`src/rtl/nfc_sched_pkg.sv`:
```
// Shared state encodings and completion status codes for the multi-channel
// NAND command scheduler.
package nfc_sched_pkg;

    typedef logic [1:0] state_t;

    localparam state_t IDLE  = 2'd0;
    localparam state_t START = 2'd1;
    localparam state_t WAIT  = 2'd2;
    localparam state_t RESP  = 2'd3;

    localparam logic [1:0] ST_OK      = 2'b00;
    localparam logic [1:0] ST_CMDERR  = 2'b01;
    localparam logic [1:0] ST_TIMEOUT = 2'b10;

endpackage

```
`src/rtl/nfc_cmd_fifo.sv`:
```
// Single-clock FIFO holding one {cmd, addr} entry per slot; pointers carry an
// extra wrap bit so full and empty are told apart without a counter.
module nfc_cmd_fifo #(
    parameter int W     = 19,
    parameter int DEPTH = 4
) (
    input  logic         clk,
    input  logic         reset,
    input  logic         push,
    input  logic [W-1:0] din,
    input  logic         pop,
    output logic [W-1:0] dout,
    output logic         full,
    output logic         empty
);

    localparam int AW = $clog2(DEPTH);

    logic [W-1:0] mem [DEPTH];
    logic [AW:0]  wr_ptr;
    logic [AW:0]  rd_ptr;

    assign empty = (wr_ptr == rd_ptr);
    assign full  = (wr_ptr[AW-1:0] == rd_ptr[AW-1:0]) && (wr_ptr[AW] != rd_ptr[AW]);
    assign dout  = mem[rd_ptr[AW-1:0]];

    always_ff @(posedge clk) begin
        if (push && !full) begin
            mem[wr_ptr[AW-1:0]] <= din;
        end
    end

    always_ff @(posedge clk) begin
        if (reset) begin
            wr_ptr <= '0;
            rd_ptr <= '0;
        end else begin
            if (push && !full) begin
                wr_ptr <= wr_ptr + 1'b1;
            end
            if (pop && !empty) begin
                rd_ptr <= rd_ptr + 1'b1;
            end
        end
    end

endmodule

```
`src/rtl/nfc_multi_channel_scheduler.sv`:
```
// Per-channel command queues with a round-robin issuer driving the single
// NAND controller core port, plus a watchdog on the core's done handshake.
//
// state | meaning
// IDLE  | pick next non-empty channel from rr pointer, pop its head
// START | one-cycle nfc_start pulse, watchdog cleared
// WAIT  | waiting for nfc_done or watchdog expiry
// RESP  | one-cycle rsp_valid on the granted channel, advance rr pointer
module nfc_multi_channel_scheduler
    import nfc_sched_pkg::*;
#(
    parameter int NCH          = 4,
    parameter int QDEPTH       = 4,
    parameter int CommandWidth = 3,
    parameter int AddressWidth = 16,
    parameter int TIMEOUT      = 1024
) (
    input  logic                        clk,
    input  logic                        Reset,
    input  logic [NCH-1:0]              req_valid,
    output logic [NCH-1:0]              req_ready,
    input  logic [NCH*CommandWidth-1:0] req_cmd,
    input  logic [NCH*AddressWidth-1:0] req_addr,
    output logic [NCH-1:0]              rsp_valid,
    output logic [1:0]                  rsp_status,
    output logic [CommandWidth-1:0]     nfc_cmd,
    output logic [AddressWidth-1:0]     RWA,
    output logic                        nfc_start,
    input  logic                        nfc_done,
    input  logic                        command_error,
    output logic                        busy
);

    localparam int CHW = (NCH > 1) ? $clog2(NCH) : 1;
    localparam int EW  = CommandWidth + AddressWidth;
    localparam int TW  = $clog2(TIMEOUT);
    localparam logic [TW-1:0] TCNT_LAST = TW'(TIMEOUT - 1);

    state_t                    state;
    logic [CHW-1:0]            rr_ptr;
    logic [CHW-1:0]            grant;
    logic [TW-1:0]             tcnt;
    logic [1:0]                status_q;
    logic [CommandWidth-1:0]   cmd_q;
    logic [AddressWidth-1:0]   addr_q;

    logic [NCH-1:0]            full;
    logic [NCH-1:0]            empty;
    logic [NCH-1:0]            push;
    logic [NCH-1:0]            pop;
    logic [NCH-1:0][EW-1:0]    head;

    logic                      arb_found;
    logic [CHW-1:0]            arb_sel;
    logic [CHW-1:0]            arb_idx;

    assign req_ready = ~full;
    assign push      = req_valid & ~full;

    for (genvar i = 0; i < NCH; i++) begin : g_fifo
        nfc_cmd_fifo #(
            .W     (EW),
            .DEPTH (QDEPTH)
        ) u_fifo (
            .clk   (clk),
            .reset (Reset),
            .push  (push[i]),
            .din   ({req_cmd[i*CommandWidth +: CommandWidth], req_addr[i*AddressWidth +: AddressWidth]}),
            .pop   (pop[i]),
            .dout  (head[i]),
            .full  (full[i]),
            .empty (empty[i])
        );
    end

    // First non-empty channel scanning upward from rr_ptr, wrapping at NCH.
    always_comb begin
        arb_found = 1'b0;
        arb_sel   = '0;
        arb_idx   = '0;
        for (int k = 0; k < NCH; k++) begin
            arb_idx = CHW'((int'(rr_ptr) + k) % NCH);
            if (!arb_found && !empty[arb_idx]) begin
                arb_found = 1'b1;
                arb_sel   = arb_idx;
            end
        end
    end

    always_comb begin
        pop = '0;
        if (state == IDLE && arb_found) begin
            pop[arb_sel] = 1'b1;
        end
    end

    always_ff @(posedge clk) begin
        if (Reset) begin
            state    <= IDLE;
            rr_ptr   <= '0;
            grant    <= '0;
            tcnt     <= '0;
            status_q <= ST_OK;
            cmd_q    <= '0;
            addr_q   <= '0;
        end else begin
            case (state)
                IDLE: begin
                    if (arb_found) begin
                        {cmd_q, addr_q} <= head[arb_sel];
                        grant           <= arb_sel;
                        state           <= START;
                    end
                end
                START: begin
                    tcnt  <= '0;
                    state <= WAIT;
                end
                WAIT: begin
                    tcnt <= tcnt + 1'b1;
                    // A done arriving on the expiry cycle still reports the core's result.
                    if (nfc_done) begin
                        status_q <= command_error ? ST_CMDERR : ST_OK;
                        state    <= RESP;
                    end else if (tcnt == TCNT_LAST) begin
                        status_q <= ST_TIMEOUT;
                        state    <= RESP;
                    end
                end
                RESP: begin
                    rr_ptr <= (grant == CHW'(NCH - 1)) ? '0 : grant + 1'b1;
                    state  <= IDLE;
                end
                default: state <= IDLE;
            endcase
        end
    end

    always_comb begin
        rsp_valid = '0;
        if (state == RESP) begin
            rsp_valid[grant] = 1'b1;
        end
    end

    assign rsp_status = status_q;
    assign nfc_cmd    = cmd_q;
    assign RWA        = addr_q;
    assign nfc_start  = (state == START);
    assign busy       = (state != IDLE);

endmodule

```
`config.mk`:
```
export PLATFORM = sky130hd
export DESIGN_NAME = nfc_multi_channel_scheduler
export DESIGN_NICKNAME = d
export VERILOG_FILES = /design/src/rtl/nfc_sched_pkg.sv /design/src/rtl/nfc_cmd_fifo.sv /design/src/rtl/nfc_multi_channel_scheduler.sv
export SDC_FILE = /design/constraint.sdc
export NUM_CORES = 1
export LEC_CHECK = 0
export ABC_AREA = 1
export BUFFER_PORTS_ARGS = -buffer_cell sky130_fd_sc_hd__buf_2
export CORE_MARGIN = 3
export CORE_UTILIZATION = 54
export CTS_CLUSTER_DIAMETER = 100
export DETAILED_ROUTE_END_ITERATION = 10
export PLACE_DENSITY = 0.73
export REMOVE_ABC_BUFFERS = 1
export SYNTH_ARGS = -nofsm -noshare
export SYNTH_HDL_FRONTEND = slang
export SYNTH_HIERARCHICAL = 1
export SYNTH_SLANG_ARGS = --single-unit
```
`constraint.sdc`:
```
create_clock -name clk -period 2.5 [get_ports clk]
set_input_delay 0 -clock clk [delete_from_list [all_inputs] [get_ports clk]]
set_output_delay 0 -clock clk [all_outputs]
set_load 0.1 [all_outputs]
```
# --- After elaboration in Yosys (flattened, before gate mapping) ---
# Memory sizes are Yosys's and may differ from the RTL's. A register that Yosys moved wholly into a read port is not among the register bits.
# Index checks and enable logic that the tools add are counted.
totals:
  ff_bits: 61
  mem_bits_rw: 304
  mem_count: 4
mem_list:
  columns: ["memory", "depth", "width", "read_ports", "rd_ports_with_merged_regs", "wr", "line_no", "source"]
  rows:
  - ["g_fifo[0].u_fifo.mem", 4, 19, 1, 1, 1, "nfc_cmd_fifo.sv:19", "logic [W-1:0] mem [DEPTH];"]
  - ["g_fifo[1].u_fifo.mem", 4, 19, 1, 1, 1, "nfc_cmd_fifo.sv:19", null]
  - ["g_fifo[2].u_fifo.mem", 4, 19, 1, 1, 1, "nfc_cmd_fifo.sv:19", null]
  - ["g_fifo[3].u_fifo.mem", 4, 19, 1, 1, 1, "nfc_cmd_fifo.sv:19", null]
op_classes:
  add_sub_neg: 13
  n_lt_le_gt_ge: 8
  eq_ne: 19
  mux: 49
  bitwise: 2
  n_reduce_logical: 38
ops:
  columns: ["op", "count"]
  rows:
  - ["binary-select mux 19 bit (select 2 bit)", 1]
  - ["2-to-1 mux 2 bit", 18]
  - ["adder 3 x 1 -> 3 bit, second input constant", 8]
  - ["case mux 10 bit (2 select lines)", 1]
  - ["2-to-1 mux 1 bit", 19]
  - ["2-to-1 mux 19 bit", 1]
  - ["logical AND 1 bit", 18]
  - ["< comparator 2 x 3 -> 1 bit, second input constant", 6]
  - ["zero test 1 bit", 13]
  - ["equality test 3 bit", 4]
  - ["adder 10 x 1 -> 10 bit, second input constant", 1]
  - ["equality test 10 bit, second input constant", 1]
  - ["binary-select mux 1 bit (select 2 bit)", 4]
  - ["equality test 2 bit", 4]
  - ["2-to-1 mux 4 bit", 2]
  - ["case mux 2 bit (4 select lines)", 1]
  - ["equality test 2 bit, second input constant", 3]
  - ["AND reduction 2 bit", 3]
  - ["nonzero test 2 bit", 3]
  - ["adder 2 x 1 -> 2 bit, second input constant", 2]
  - ["adder 2 bit, second input constant", 2]
  - ["AND 4 bit", 1]
  - ["demux 1 bit (select 2 bit)", 2]
  - ["greater-or-equal comparator 2 x 1 -> 1 bit, second input constant", 2]
  - ["other kinds (6)", 9]

# --- Logic depth before layout (Yosys ltp) ---
logic_depth:
  depth_word: 20
  ltp_mapped: 23
  ltp_nobuf: 22

# --- Hierarchy ---
# The synthesis kept the hierarchy.
modules_own_cells:
  columns: ["mod", "instances", "cells_each", "area_per_inst_um2", "seq_area_each_um2"]
  rows:
  - ["nfc_cmd_fifo (g_fifo[1].u_fifo ...)", 2, 257, 3316.9, 2442.3]
  - ["nfc_cmd_fifo (g_fifo[0].u_fifo ...)", 2, 260, 3313.2, 2442.3]
  - ["nfc_multi_channel_scheduler", 1, 475, 2800.2, 740.7]

# --- Least setup slack after synthesis ---
# OpenSTA, ideal clock, no wires.
synth_timing:
  path_kind: "register to register"
  startpoint: "register g_fifo[1].u_fifo.wr_ptr[0]"
  endpoint: "memory g_fifo[1].u_fifo.mem[1][0] (enable)"
  setup_ns: 0.395
  arrival_ns: 1.994
  required_time_ns: 2.105
  path_slack_ns: 0.112
  stages_incl_launch_ff: 9
  n_path_buf: 0
  synth_period_minus_slack_ns: 2.388
  path_cell_list: "dfxtp_1 > inv_2 > nand2_1 > nand2_2 > nand3_4 > inv_1 > nor2_1 > nand2_4 > nor2_1"
synth_between:
  elab_chain_cells: 7
synth_rtl:
  columns: ["item", "line_no", "source"]
  rows:
  - ["start, declared", "nfc_cmd_fifo.sv:20", "logic [AW:0] wr_ptr;"]
  - ["start signal, assigned", "nfc_cmd_fifo.sv:39", "wr_ptr <= wr_ptr + 1'b1;"]
  - ["equality test 2 bit", "nfc_cmd_fifo.sv:24", "assign full = (wr_ptr[AW-1:0] == rd_ptr[AW-1:0]) && (wr_ptr[AW] != rd_ptr[AW]);"]
  - ["logical AND 1 bit", "nfc_cmd_fifo.sv:24", null]
  - ["via full[1]", "nfc_multi_channel_scheduler.sv:47", "logic [NCH-1:0] full;"]
  - ["inverter 4 bit", "nfc_multi_channel_scheduler.sv:58", "assign push = req_valid & ~full;"]
  - ["AND 4 bit", "nfc_multi_channel_scheduler.sv:58", null]
  - ["via push[1]", "nfc_multi_channel_scheduler.sv:49", "logic [NCH-1:0] push;"]
  - ["logical AND 1 bit", "nfc_cmd_fifo.sv:28", "if (push && !full) begin"]
  - ["2-to-1 mux 1 bit", "nfc_cmd_fifo.sv:28", null]
  - ["2-to-1 mux 1 bit (implied by the code)", "nfc_cmd_fifo.sv:29", "mem[wr_ptr[AW-1:0]] <= din;"]
  - ["end, declared", "nfc_cmd_fifo.sv:19", null]
# The timed path passes the listed nets, and every way through them passes these cells.

# --- Worst setup path in the final report ---
layout_timing:
  startpoint: "register g_fifo[0].u_fifo.wr_ptr[0]"
  endpoint: "register addr_q[7], in the netlist RWA[7]"
layout_between:
  elab_chain_cells: 14
layout_rtl:
  columns: ["item", "line_no", "source"]
  rows:
  - ["start, declared", "nfc_cmd_fifo.sv:20", null]
  - ["start signal, assigned", "nfc_cmd_fifo.sv:39", null]
  - ["equality test 3 bit (*)", "nfc_cmd_fifo.sv:23", "assign empty = (wr_ptr == rd_ptr);"]
  - ["via empty[0]", "nfc_multi_channel_scheduler.sv:48", "logic [NCH-1:0] empty;"]
  - ["binary-select mux 1 bit (select 2 bit)", "nfc_multi_channel_scheduler.sv:83", "if (!arb_found && !empty[arb_idx]) begin"]
  - ["2-to-1 mux 1 bit (implied by the code)", "nfc_multi_channel_scheduler.sv:83", null]
  - ["zero test 1 bit", "nfc_multi_channel_scheduler.sv:83", null]
  - ["logical AND 1 bit", "nfc_multi_channel_scheduler.sv:83", null]
  - ["2-to-1 mux 1 bit", "nfc_multi_channel_scheduler.sv:83", null]
  - ["zero test 1 bit", "nfc_multi_channel_scheduler.sv:83", null]
  - ["logical AND 1 bit", "nfc_multi_channel_scheduler.sv:83", null]
  - ["2-to-1 mux 1 bit", "nfc_multi_channel_scheduler.sv:83", null]
  - ["zero test 1 bit", "nfc_multi_channel_scheduler.sv:83", null]
  - ["logical AND 1 bit", "nfc_multi_channel_scheduler.sv:83", null]
  - ["2-to-1 mux 2 bit", "nfc_multi_channel_scheduler.sv:83", null]
  - ["binary-select mux 19 bit (select 2 bit)", "nfc_multi_channel_scheduler.sv:110", "{cmd_q, addr_q} <= head[arb_sel];"]
  - ["2-to-1 mux 19 bit (implied by the code)", "nfc_multi_channel_scheduler.sv:110", null]
  - ["end signal, assigned", "nfc_multi_channel_scheduler.sv:110", null]
  - ["end, declared", "nfc_multi_channel_scheduler.sv:45", "logic [AddressWidth-1:0] addr_q;"]
# Mark *: on every way through the listed nets, which the timed path passes. The rest lies on a longest branch. The select of a mux whose other input is x is not followed.
# A chain may end at the register's enable or synchronous reset.

==> results.py <==
metrics = {
    "floorplan": {
        "start_util_pct": 55.36,
        "io_pins": 115,
        "core_area_sq_mm": 0.02901,
        "dieArea_sq_mm": 0.03185,
        "row_count": 62,
        "die_w_microns": 178.5,
        "die_h_microns": 178.5,
    },
    "synth": {
        "synthCells": 1509,
        "synth_common_cells": "304 x edfxtp_1, 239 x nor2_1, 210 x nand2_1",
        "yosysTopAreaCell": "edfxtp_1",
        "synth.yosys.warnings": 6,
        "synth.area.top_cells": "edfxtp_1 57%, dfxtp_1 8.6%, nor2_1 5.6%",
        "synth_ff_type": "edfxtp_1",
        "synth_area_sq_mm": 0.01606,
        "yosysMostFrequentCell": "edfxtp_1",
        "yosysSeqAreaShare_pct": 65.44,
        "ys_types": 35,
        "synth.ff_latch_count": 373,
        "synth-edff-count": 304,
        "syn_area_per_cell_sq_um": 10.64,
        "synth_top_area_share_pct": 56.84,
        "async_flop_share_pct": 0,
    },
    "sta": {
        "setup_violations": 0,
        "timing.fmax_ghz": 0.4176,
        "setup_tns_ns": 0,
        "period_share_pct": 95.79,
        "tightest_slew_ns": 0.6809,
        "slew_headroom_pct": 54.56,
        "hold_violations": 0,
        "slew_violations": 0,
        "setup_ws_ns": 0.1054,
        "period_minus_slack_ns": 2.395,
        "skew_ns": 0.01590,
    },
    "clock_tree": {
        "cts_buffer_depth": 3,
        "htreeDepth": 2,
        "cts_buffers": 39,
        "path_clk_slew_ns": 0.06,
        "tritoncts": "done",
        "ctsRootBufferMaster": "clkbuf_16",
        "clkSinkCount": 373,
        "worstSkewPairLatency_ns": 0.53,
    },
    "global_route": {
        "grt_antenna_before_repair": 0,
        "grt_first_pass_wirelength_mm": 59.27,
        "overflow": 0,
        "grt_max_degree": 39,
        "first_global_vias": 11038,
        "grt_use_total_pct": 23.97,
    },
    "place": {
        "io_buffer_count": 114,
        "post-place-ws_ns": -0.01887,
        "detailed_place_hpwl_mm": 24.50,
        "gp_congestion": 0.8666,
    },
    "drt": {
        "num_vias": 11856,
        "drtAntennaViolNets": 0,
        "via_per_inst": 5.479,
        "route.detailed.drc": 0,
        "dr.pass1.iters": 6,
        "wl_per_cell_microns": 18.07,
        "routed_wl_mm": 39.11,
        "drt_iter0_markers": 1072,
    },
    "power": {
        "peakVddDrop_mv": 0.7312,
        "power_density_mw_per_mm2": 1111,
        "power.leakage_uw": 0.007974,
    },
    "setup_path": {
        "critPathKind": "flip-flop to flip-flop",
        "required_ns": 2.92,
        "rr_endpoint": "RWA[7]",
        "startpoint_type": "flip-flop",
        "end_kind": "flip-flop",
        "critPathArrivalTime_ns": 2.82,
        "path_max_fanout": 7,
        "r2r-start": "g_fifo[0].u_fifo/wr_ptr[0]",
        "r2r_cells": 20,
        "ff2ff_setup_slack_ns": 0.11,
    },
    "layout": {
        "antenna_cells": 0,
        "multiInputGateArea_sq_mm": 0.004663,
        "nFillCells": 2087,
        "finalNetCount": 1863,
        "seq_area_sq_mm": 0.01053,
        "drive_gt1_share_pct": 17.98,
        "fin_util_pct": 68.11,
        "area_growth_pct": 23.04,
    },
    "run": {
        "maxCapViolCount": 0,
    },
    "status": {
        "status": "finished clean",
    },
    "hold_path": {
        "holdPathEnd": "g_fifo[0].u_fifo/wr_ptr[1]",
        "worstHoldPathCells": 5,
        "hold_start": "req_valid[0]",
        "hp-class": "input port to flip-flop",
    },
}
## cells in the final DEF (no fill, tap or decap), types with 30 or more instances in the layout
master         instances
inv_1                146
nand3_1               84
ha_1                  30
o22ai_1               76
dfxtp_1               58
edfxtp_1             304
dlygate4sd3_1         84
o21ai_0              150
buf_2                114
buf_4                 43
nand2_1              204
nor2_1               230
clkbuf_16             42
a21oi_1               35
## routing by layer
layer	global-route usage [%]	routed length, microns	part of all wire (%)
met2	39.96	19050	49
met5	0	0	0
met3	3.172	2523	6.5
met4	6.234	931	2.4
met1	33.46	16600	42
## report_power, final
group | internal (uW) | leakage (uW) | switching, uW | total (uW)
Sequential | 7420 | 0.00336 | 303 | 7720
Combinational | 2660 | 0.00398 | 5740 | 8400
Clock | 3480 | 0.000643 | 2350 | 5830
## metrics by stage
stage	total power, uW	cell area (sq um)	hold slack (ns)	std cells
floorplan	12610	15680	0.06907	1446
global placement	14940	17300	0.2144	1996
detailed placement	15090	17300	0.2146	1996
CTS	21010	19460	0.01324	2152
global route	22980	19760	0.07244	2164
finish	21950	19760	0.03756	2164
## cell families (layout without fill, tap and decap cells)
logic type	after synthesis	count (layout)	share of synthesized area [%]
AO/OA/AOI/OAI	279	279	9.434
XOR/XNOR	2	2	0.1091
adder cells (fa/ha/maj)	30	30	2.337
buffers and inverters	227	498	6.264
flip-flops	373	373	65.44
AND/OR/NAND/NOR	598	598	16.41
## repair_timing
| action | in CTS | in global routing |
|---|---|---|
| gates resized for setup | 3 | 60 |
| pin swaps | 0 | 12 |
| endpoints found under the hold margin | 315 | 0 |
| endpoints found under the setup margin | 2 | 40 |
| buffers inserted | 0 | 10 |
| hold buffers | 84 | 0 |
| cloned | 0 | 2 |
## critical path, cell delays in order, from the launching register on
cell and delay [ns]:
dfxtp_1 0.37, nand2_1 0.09, nand2_2 0.12, nand3_4 0.13, inv_2 0.08, inv_1 0.05
nand2_2 0.08, nand2_2 0.06, nand2_1 0.06, nand2_1 0.09, nand2_2 0.10, nand2_2 0.08
nor2_4 0.11, nand2_4 0.09, nand2_8 0.17, clkinv_8 0.09, buf_6 0.15, nand2_1 0.05
nand2_1 0.10, nor2_2 0.15, nor2_1 0.06
## registers in the layout, indices dropped and copies added, names as in the netlist, named ones only
signal and flops:
state 2, rsp_status 2, rr_ptr 2, RWA 16, g_fifo.u_fifo/rd_ptr 12, g_fifo.u_fifo/mem 304
tcnt 10, nfc_cmd 3, g_fifo.u_fifo/wr_ptr 12, grant 2
## worst max-delay path by stage
stage	endpoint	slack, ns	start
detailed placement	g_fifo[0].u_fifo/rd_ptr[2]	-0.02	g_fifo[0].u_fifo/rd_ptr[0]
global route	g_fifo[1].u_fifo/rd_ptr[2]	-0.09	g_fifo[0].u_fifo/wr_ptr[0]
finish	RWA[7]	0.11	g_fifo[0].u_fifo/wr_ptr[0]
CTS	RWA[3]	0.007	g_fifo[1].u_fifo/wr_ptr[1]
floorplan	g_fifo[1].u_fifo/rd_ptr[2]	-0.33	g_fifo[1].u_fifo/wr_ptr[0]
global placement	g_fifo[1].u_fifo/rd_ptr[2]	0.09	g_fifo[0].u_fifo/rd_ptr[0]
## area by class of cell
type                       count  area share, %
clock buffer                  50          5.458
clock inverter                22          1.140
inverter                     164          3.217
multi-input combinational    909          23.60
sequential                   373          53.27
tap                          384          2.431
timing repair buffer         262          10.88
Power figures use the tool's default switching activity.
